### src/rtl/regfile_arbiter_if.sv
// rtl/regfile_arbiter_if.sv - requester and register-file bus shared by the arbiter and its environment
interface regfile_arbiter_if #(
  parameter int WIDTH = 32,
  parameter int SIZE  = 32,
  parameter int AW    = 5
);
  logic             a_req, b_req;
  logic             a_we, b_we;
  logic [AW-1:0]    a_ra, a_rb, a_wa;
  logic [AW-1:0]    b_ra, b_rb, b_wa;
  logic [WIDTH-1:0] a_wdata, b_wdata;
  logic             a_gnt, b_gnt;
  logic             a_done, b_done;
  logic [WIDTH-1:0] rdata, rdata2;
  logic [SIZE-1:0]  rf_selectR, rf_selectR2, rf_selectW;
  logic             rf_enable;
  logic [WIDTH-1:0] rf_in;
  logic [WIDTH-1:0] rf_out, rf_out2;
  logic             busy;

  modport slave (
    input  a_req, b_req, a_we, b_we, a_ra, a_rb, a_wa, b_ra, b_rb, b_wa,
    input  a_wdata, b_wdata, rf_out, rf_out2,
    output a_gnt, b_gnt, a_done, b_done, rdata, rdata2,
    output rf_selectR, rf_selectR2, rf_selectW, rf_enable, rf_in, busy
  );

  modport master (
    output a_req, b_req, a_we, b_we, a_ra, a_rb, a_wa, b_ra, b_rb, b_wa,
    output a_wdata, b_wdata, rf_out, rf_out2,
    input  a_gnt, b_gnt, a_done, b_done, rdata, rdata2,
    input  rf_selectR, rf_selectR2, rf_selectW, rf_enable, rf_in, busy
  );
endinterface

### src/rtl/regfile_arbiter.sv
// rtl/regfile_arbiter.sv - two-requester round-robin arbiter in front of a 2-read/1-write register file
module regfile_arbiter #(
  parameter int WIDTH = 32,
  parameter int SIZE  = 32,
  parameter int AW    = 5
) (
  input  logic             clk,
  input  logic             reset,
  regfile_arbiter_if.slave bus
);
  typedef enum logic [1:0] {IDLE, ACCESS, RESP} state_t;

  state_t           state, state_next;
  logic             ptr, ptr_next;
  logic             owner, owner_next;
  logic             winner;
  logic             take;
  logic             lat_we;
  logic [AW-1:0]    lat_ra, lat_rb, lat_wa;
  logic [WIDTH-1:0] lat_wdata;
  logic [WIDTH-1:0] rdata_q, rdata2_q;

  function automatic logic [SIZE-1:0] one_hot(input logic [AW-1:0] idx);
    logic [SIZE-1:0] v;
    v      = '0;
    v[idx] = 1'b1;
    return v;
  endfunction

  // ptr: 0 = A wins a tie, 1 = B wins a tie
  always_comb begin
    winner = ptr;
    if (bus.a_req && !bus.b_req) winner = 1'b0;
    else if (!bus.a_req && bus.b_req) winner = 1'b1;
  end

  always_ff @(posedge clk or negedge reset) begin
    if (!reset) begin
      state <= IDLE;
      ptr   <= 1'b0;
      owner <= 1'b0;
    end else begin
      state <= state_next;
      ptr   <= ptr_next;
      owner <= owner_next;
    end
  end

  always_comb begin
    state_next      = state;
    ptr_next        = ptr;
    owner_next      = owner;
    take            = 1'b0;
    bus.a_gnt       = 1'b0;
    bus.b_gnt       = 1'b0;
    bus.a_done      = 1'b0;
    bus.b_done      = 1'b0;
    bus.rf_selectR  = '0;
    bus.rf_selectR2 = '0;
    bus.rf_selectW  = '0;
    bus.rf_enable   = 1'b0;
    bus.rf_in       = '0;
    case (state)
      IDLE: begin
        if (bus.a_req || bus.b_req) begin
          take       = 1'b1;
          state_next = ACCESS;
          owner_next = winner;
          ptr_next   = !winner;
        end
      end
      ACCESS: begin
        state_next      = RESP;
        bus.a_gnt       = !owner;
        bus.b_gnt       = owner;
        bus.rf_selectR  = one_hot(lat_ra);
        bus.rf_selectR2 = one_hot(lat_rb);
        // r0 is hardwired zero, so writes to it are swallowed here
        if (lat_we && (lat_wa != '0)) begin
          bus.rf_selectW = one_hot(lat_wa);
          bus.rf_enable  = 1'b1;
          bus.rf_in      = lat_wdata;
        end
      end
      RESP: begin
        state_next = IDLE;
        bus.a_done = !owner;
        bus.b_done = owner;
      end
      default: state_next = IDLE;
    endcase
  end

  always_ff @(posedge clk or negedge reset) begin
    if (!reset) begin
      lat_we    <= 1'b0;
      lat_ra    <= '0;
      lat_rb    <= '0;
      lat_wa    <= '0;
      lat_wdata <= '0;
      rdata_q   <= '0;
      rdata2_q  <= '0;
    end else begin
      if (take) begin
        lat_we    <= winner ? bus.b_we    : bus.a_we;
        lat_ra    <= winner ? bus.b_ra    : bus.a_ra;
        lat_rb    <= winner ? bus.b_rb    : bus.a_rb;
        lat_wa    <= winner ? bus.b_wa    : bus.a_wa;
        lat_wdata <= winner ? bus.b_wdata : bus.a_wdata;
      end
      // read buses still show pre-write contents on this edge
      if (state == ACCESS) begin
        rdata_q  <= bus.rf_out;
        rdata2_q <= bus.rf_out2;
      end
    end
  end

  assign bus.busy   = (state != IDLE);
  assign bus.rdata  = rdata_q;
  assign bus.rdata2 = rdata2_q;
endmodule

### src/flat_wrapper.sv
// flat-port wrapper written by rule: the top's interface ports become plain ports
module regfile_arbiter_flat 
#(
  parameter int WIDTH = 32,
  parameter int SIZE  = 32,
  parameter int AW    = 5
)
  (clk, reset, bus_a_req, bus_b_req, bus_a_we, bus_b_we, bus_a_ra, bus_a_rb, bus_a_wa, bus_b_ra, bus_b_rb, bus_b_wa, bus_a_wdata, bus_b_wdata, bus_rf_out, bus_rf_out2, bus_a_gnt, bus_b_gnt, bus_a_done, bus_b_done, bus_rdata, bus_rdata2, bus_rf_selectR, bus_rf_selectR2, bus_rf_selectW, bus_rf_enable, bus_rf_in, bus_busy);
  regfile_arbiter_if #(.WIDTH(WIDTH), .SIZE(SIZE), .AW(AW)) bus_i ();
  input  logic clk;
  input  logic reset;
  input wire logic [$bits(bus_i.a_req)-1:0] bus_a_req;
  input wire logic [$bits(bus_i.b_req)-1:0] bus_b_req;
  input wire logic [$bits(bus_i.a_we)-1:0] bus_a_we;
  input wire logic [$bits(bus_i.b_we)-1:0] bus_b_we;
  input wire logic [$bits(bus_i.a_ra)-1:0] bus_a_ra;
  input wire logic [$bits(bus_i.a_rb)-1:0] bus_a_rb;
  input wire logic [$bits(bus_i.a_wa)-1:0] bus_a_wa;
  input wire logic [$bits(bus_i.b_ra)-1:0] bus_b_ra;
  input wire logic [$bits(bus_i.b_rb)-1:0] bus_b_rb;
  input wire logic [$bits(bus_i.b_wa)-1:0] bus_b_wa;
  input wire logic [$bits(bus_i.a_wdata)-1:0] bus_a_wdata;
  input wire logic [$bits(bus_i.b_wdata)-1:0] bus_b_wdata;
  input wire logic [$bits(bus_i.rf_out)-1:0] bus_rf_out;
  input wire logic [$bits(bus_i.rf_out2)-1:0] bus_rf_out2;
  output wire logic [$bits(bus_i.a_gnt)-1:0] bus_a_gnt;
  output wire logic [$bits(bus_i.b_gnt)-1:0] bus_b_gnt;
  output wire logic [$bits(bus_i.a_done)-1:0] bus_a_done;
  output wire logic [$bits(bus_i.b_done)-1:0] bus_b_done;
  output wire logic [$bits(bus_i.rdata)-1:0] bus_rdata;
  output wire logic [$bits(bus_i.rdata2)-1:0] bus_rdata2;
  output wire logic [$bits(bus_i.rf_selectR)-1:0] bus_rf_selectR;
  output wire logic [$bits(bus_i.rf_selectR2)-1:0] bus_rf_selectR2;
  output wire logic [$bits(bus_i.rf_selectW)-1:0] bus_rf_selectW;
  output wire logic [$bits(bus_i.rf_enable)-1:0] bus_rf_enable;
  output wire logic [$bits(bus_i.rf_in)-1:0] bus_rf_in;
  output wire logic [$bits(bus_i.busy)-1:0] bus_busy;
  assign bus_i.a_req = bus_a_req;
  assign bus_i.b_req = bus_b_req;
  assign bus_i.a_we = bus_a_we;
  assign bus_i.b_we = bus_b_we;
  assign bus_i.a_ra = bus_a_ra;
  assign bus_i.a_rb = bus_a_rb;
  assign bus_i.a_wa = bus_a_wa;
  assign bus_i.b_ra = bus_b_ra;
  assign bus_i.b_rb = bus_b_rb;
  assign bus_i.b_wa = bus_b_wa;
  assign bus_i.a_wdata = bus_a_wdata;
  assign bus_i.b_wdata = bus_b_wdata;
  assign bus_i.rf_out = bus_rf_out;
  assign bus_i.rf_out2 = bus_rf_out2;
  assign bus_a_gnt = bus_i.a_gnt;
  assign bus_b_gnt = bus_i.b_gnt;
  assign bus_a_done = bus_i.a_done;
  assign bus_b_done = bus_i.b_done;
  assign bus_rdata = bus_i.rdata;
  assign bus_rdata2 = bus_i.rdata2;
  assign bus_rf_selectR = bus_i.rf_selectR;
  assign bus_rf_selectR2 = bus_i.rf_selectR2;
  assign bus_rf_selectW = bus_i.rf_selectW;
  assign bus_rf_enable = bus_i.rf_enable;
  assign bus_rf_in = bus_i.rf_in;
  assign bus_busy = bus_i.busy;
  regfile_arbiter #(.WIDTH(WIDTH), .SIZE(SIZE), .AW(AW)) u_core (.clk(clk), .reset(reset), .bus(bus_i));
endmodule
### config.mk
export PLATFORM = sky130hd
export DESIGN_NAME = regfile_arbiter_flat
export DESIGN_NICKNAME = d
export VERILOG_FILES = /design/src/rtl/regfile_arbiter_if.sv /design/src/rtl/regfile_arbiter.sv /design/src/flat_wrapper.sv
export SDC_FILE = /design/constraint.sdc
export NUM_CORES = 1
export LEC_CHECK = 0
export CORE_AREA = 5 5 139 141
export CTS_CLUSTER_DIAMETER = 150
export DETAILED_ROUTE_END_ITERATION = 10
export DIE_AREA = 0 0 144 146
export PLACE_DENSITY = 0.73
export REMOVE_ABC_BUFFERS = 1
export SLEW_MARGIN = 15
export SYNTH_ARGS = -nofsm -noshare
export SYNTH_HDL_FRONTEND = slang
export SYNTH_SLANG_ARGS = --single-unit
### constraint.sdc
create_clock -name clk -period 4.7 [get_ports clk]
set_clock_uncertainty 0.15 [all_clocks]
set_input_delay 0.94 -clock clk [delete_from_list [all_inputs] [get_ports clk]]
set_output_delay 0.94 -clock clk [all_outputs]
set_load 0.005 [all_outputs]
Word-level counts from Yosys, hierarchy flattened
Cells that the tools add are included. W data, S select, Z words.

Add/subtract/negate cells: 0. Multipliers: 0. Divide/modulo/power cells: 0. Order comparisons: 6. Eq/ne operators: 3. Shift-type cells: 0. Muxes and demuxes: 29. Bitwise logic cells: 0. Reduce and logical (&&, ||, !) cells: 15.

Operators by type and width (number): $mux W32 (7); $lt A5 B6 Y1 const B (3); $demux W1 S5 (3); $ge A5 B1 Y1 const B (3); $mux W5 (3); $mux W1 (14); $logic_and A1 B1 Y1 (6); $reduce_bool A5 Y1 (1); $logic_not A1 Y1 (4); $pmux W2 S2 (1); $eq A2 B1 Y1 const B (1); $eq A2 B2 Y1 const B (1); $logic_not A2 Y1 (1); $mux W2 (1); $ne A2 B1 Y1 const B (1); $reduce_and A2 Y1 (1); $reduce_bool A2 Y1 (1); $logic_or A1 B1 Y1 (1).

Register bits after elaboration: 116. Bits in latches: 0. Memory bits (writable): 0. Memory bits (read-only): 0. Memories: 0.

Logic depth before layout (Yosys ltp)
Depth in word-level cells: 6. Depth in mapped cells: 6. Mapped depth without buffers: 4.

Worst setup path after synthesis
No wires, ideal clock.

Path kind: register -> output. Start point: reg u_core.lat_wa[3]. End point: out bus_rf_in[22]. Arrival: 1.461 ns. Slack: 2.149 ns. Stages on the path, launching flop included: 5. Buffers on the path: 1. Cells stage by stage: dfrtp_1 or3_4 o311a_4 buf_6 and2_4.

Longest elaborated chain between the ends: 4.

Ends and longest elaborated chain: start: declaration (line regfile_arbiter.sv:19) `logic [AW-1:0] lat_ra, lat_rb, lat_wa;`; start signal: assignment (line regfile_arbiter.sv:108) `lat_wa <= winner ? bus.b_wa : bus.a_wa;`; $reduce_bool A5 Y1 (line regfile_arbiter.sv:79) `if (lat_we && (lat_wa != '0)) begin`; $logic_and A1 B1 Y1 (line regfile_arbiter.sv:79); $mux W32 (line regfile_arbiter.sv:79); $mux W32 (line regfile_arbiter.sv:63) `case (state)`; end: declaration (line flat_wrapper.sv:36) `output wire logic [$bits(bus_i.rf_in)-1:0] bus_rf_in;`.

No other way between the ends.

Worst setup path in the final report
Start point: reg u_core.state[1]. End point: out bus_rf_in[5].

Longest elaborated chain between the ends: 2.

Ends and longest elaborated chain: start: declaration (line regfile_arbiter.sv:13) `state_t state, state_next;`; start signal: assignment (line regfile_arbiter.sv:43) `state <= state_next;`; $eq A2 B1 Y1 (line regfile_arbiter.sv:63); $mux W32 (line regfile_arbiter.sv:63).

No other way between the ends.

==> summary.log <==
INFO  synth          netlist.top_cell.by_area=dfrtp_1
INFO  power_and_ir_drop power_switching_share=36.8%
INFO  global_route   globalRoute.totalOverflow=0
INFO  synth          synth_top_area_share=49.6%
INFO  global_route   groute.usage.overall=19.9%
INFO  synth          netlist_instances=732
INFO  global_route   global_route_wire_length_before_repair=33200um
INFO  cts            cts.clk_slew.worst_paths=0.06ns
INFO  cts            clock_tree_from_tritoncts=done
INFO  global_route   grt_max_degree=67
INFO  cts            post_cts.resized_instances=0
INFO  cts            clkLatencyLatePin=0.41ns
INFO  power_and_ir_drop netSwitchingPower=1990uW
INFO  timing         maxSlewViolCount=0
INFO  cts            tritoncts_num_sinks=116
INFO  setup_path     worst_path_fanout_max=33
INFO  routing        postRouteWirelength=21800um
INFO  routing        antenna_violating_nets_post_route=0
INFO  global_route   grt_use_met3=4.50%
INFO  synth          synth_sequential_area_ratio=49.6%
INFO  routing        via_count=6039
INFO  cts            ctsHtreeMaxLevel=4
INFO  timing         final_min_period_over_clock_period=78.4%
INFO  run            cap_viol_max_count=0
INFO  synth          syn-mean-instance-area=7.99um^2
INFO  layout         area_growth_syn_to_layout=73.8%
INFO  layout         regArea=0.00290mm^2
INFO  layout         layout.cells.most_common=clkdlybuf4s50_1
INFO  routing        wl_per_cell=16.5um
INFO  timing         fmaxAchievable=0.271GHz
INFO  setup_path     critical-path-top-delay-family=buffers and inverters
INFO  power_and_ir_drop power_leakage=0.00458uW
INFO  setup_path     cp_slowest_stage_delay=0.52ns
INFO  timing         grt_setup_unrepaired=no
INFO  layout         finalNetCount=1238
INFO  setup_path     critical_path_class=reg -> out
INFO  floorplanning  rows=49
INFO  layout         antenna_cells=0
INFO  outcome        run_status=complete, no violations
INFO  cts            post-cts-setup-buffers=0
INFO  synth          yosys.cell_types.count=28
INFO  floorplanning  fp.coreArea=0.0178mm^2
INFO  layout         drive_gt1_share=7.00%
INFO  global_route   most_crowded_layer_after_global_routing=met2
INFO  synth          yosys_warnings=0
INFO  placed_design  placed_insts=1284
INFO  layout         final_cell_count_no_fill=1315
INFO  setup_path     cp.required=3.61ns
INFO  floorplanning  initial_utilization=32.8%
INFO  floorplanning  die_h=146um
INFO  worst_hold_path timing.hold.worst.class=reg -> reg
INFO  layout         multi_input_area=0.00240mm^2
INFO  layout         utilization=57.0%
INFO  power_and_ir_drop power.share.clock=22.5%
INFO  global_route   groute.layer.met1.usage=23.6%
INFO  cts            tritoncts.num_buffers=17
INFO  power_and_ir_drop power.share.combinational=43.3%
INFO  placed_design  port_buffers=360
INFO  global_route   grt_pass1_vias=5941
INFO  floorplanning  fp.dieArea=0.0210mm^2
INFO  timing         hold_violations=0
INFO  timing         final-setup-viol-count=0
INFO  floorplanning  boundaryPins=362
INFO  placed_design  detailed_place_hpwl=16200um
INFO  setup_path     cp_data_arrival_time=2.60ns
INFO  floorplanning  fp.dieW=144um
INFO  timing         max_slew.worst_pin.slew=1.13ns
INFO  setup_path     cpMaxStageDelayCell=o311a_4
INFO  global_route   initial_antenna_violation_count=0
INFO  setup_path     cp_num_buf_inv=2
INFO  power_and_ir_drop vdd.ir_drop.worst=0.272mV
INFO  layout         fillers=1679
INFO  synth          synth_seq_cells=116
INFO  synth          synth_top_cells_by_area=dfrtp_1 50%, nand2_1 13%, o221ai_1 7.2%
INFO  power_and_ir_drop cell_internal_pwr=3420uW
INFO  cts            clock_tree.buffer_depth=2
INFO  timing         max-slew-margin-rel=24.6%
INFO  routing        detail_route.iter0.violations=369
INFO  cts            ctsRootBufferMaster=clkbuf_16
INFO  power_and_ir_drop power.density=533mW/mm^2
INFO  timing         totalNegativeSetupSlack=0ns
INFO  layout         final_cell_mix=359 x clkdlybuf4s50_1, 199 x nand2_1, 116 x dfrtp_1, 103 x nor2_1, 97 x inv_1
INFO  setup_path     ordered_cell_list_for_the_critical_path=nand2b_4, inv_2, o311a_4, and2_4, clkdlybuf4s50_1
INFO  placed_design  gp_congestion=0.851
INFO  routing        route.detailed.drc=0
INFO  routing        routed_via_density=4.59
INFO  routing        drt-pass1-iter-count=4
INFO  timing         layout_min_cycle_time=3.69ns
INFO  cts            cts.hold.buffers_added=0
INFO  setup_path     critPathCaptureType=output pin
INFO  setup_path     setup.worst_path.start_class=register
INFO  synth          synthesis.area=0.00585mm^2
INFO  power_and_ir_drop seq_power_share=34.2%
INFO  global_route   use_met2=35.2%
through the flow:
step                      hold slack [ns]  power (uW)  setup slack [ns]  cell area (um^2)
final                               0.319        5410              1.01             10200
after global routing                0.336        5800             0.871             10200
after CTS                           0.325        5490             0.969             10200
after detailed placement            0.311        4240              1.44              9610
after global placement              0.306        4190              1.50              9610
after floorplan                     0.320        2860             0.893              5650
routing by layer:
metal,share of wire (%),up-vias,wire [um]
li1,-,3000,-
met1,38,2793,8350
met2,52,213,11400
met3,6.9,33,1510
met4,2.3,0,492
met5,0,-,0
power groups by stage:
| stage | combinational (uW) | sequential (uW) | clock [uW] |
|---|---|---|---|
| CTS | 2390 | 1850 | 1250 |
| global placement | 2340 | 1850 | 0 |
| detailed placement | 2380 | 1860 | 0 |
| finish | 2340 | 1850 | 1220 |
| global route | 2590 | 1920 | 1290 |
| floorplan | 1060 | 1790 | 0 |
flip-flops by register name (all words and copies together) (netlist names), 2 cells and up:
| signal | count |
|---|---|
| u_core.bus.rdata2 | 32 |
| u_core.bus.rdata | 32 |
| u_core.lat_wdata | 32 |
| u_core.lat_ra | 5 |
| u_core.lat_rb | 5 |
| u_core.lat_wa | 5 |
| u_core.state | 2 |
area by class of cell:
cell class	count	share of cell area, %
Sequential cell	116	28.6
Clock buffer	17	4.19
Timing Repair Buffer	367	35.9
Tap cell	229	2.82
Multi-Input combinational cell	474	23.6
Clock inverter	14	1.30
Inverter	98	3.62
worst min-delay path, cell delays in order (launching register included):
cell     delay, ns
dfrtp_1       0.33
nand2_1       0.05
nand2_1       0.06
worst paths after layout:
kind                                      from              endpoint  slack [ns]  cells after the start
max                            u_core.state[1]          bus_rf_in[5]        1.01                      5
min                        u_core.bus.rdata[2]   u_core.bus.rdata[2]        0.32                      2
max reg2reg                    u_core.state[1]  u_core.bus.rdata[18]        2.73                      5
min reg2reg                u_core.bus.rdata[2]   u_core.bus.rdata[2]        0.32                      2
max in group asynchronous                reset  u_core.lat_wdata[21]        2.96                      2
min in group asynchronous                reset  u_core.bus.rdata[22]        0.49                      1
cells in the mapped netlist:
| library cell | count |
|---|---|
| nand2b_1 | 1 |
| nand2b_4 | 1 |
| or3b_2 | 4 |
| nor3b_1 | 1 |
| inv_1 | 98 |
| o311a_4 | 1 |
| or3b_1 | 1 |
| nand2_1 | 199 |
| conb_1 | 1 |
| nand3b_1 | 13 |
| nand3_1 | 8 |
| nand4b_1 | 2 |
| and2_2 | 3 |
| or3_4 | 1 |
| o21ai_0 | 50 |
| buf_4 | 1 |
| and2_4 | 23 |
| clkbuf_1 | 28 |
| dfrtp_1 | 116 |
| buf_2 | 6 |
| or3_1 | 4 |
| buf_6 | 3 |
| and2_1 | 7 |
| buf_1 | 6 |
| nand4_1 | 1 |
| and3b_1 | 1 |
| o221ai_1 | 48 |
| nor2_1 | 104 |
cell families after synthesis:
logic type / count (synthesis) / share of synthesized area [%]
AOI/OAI and AO/OA: 99 / 11.8
buffers and inverters: 142 / 9.69
DFF: 116 / 49.6
other: 1 / 0.0641
and+or+nand+nor: 374 / 28.8
Power figures use the tool's default switching activity.
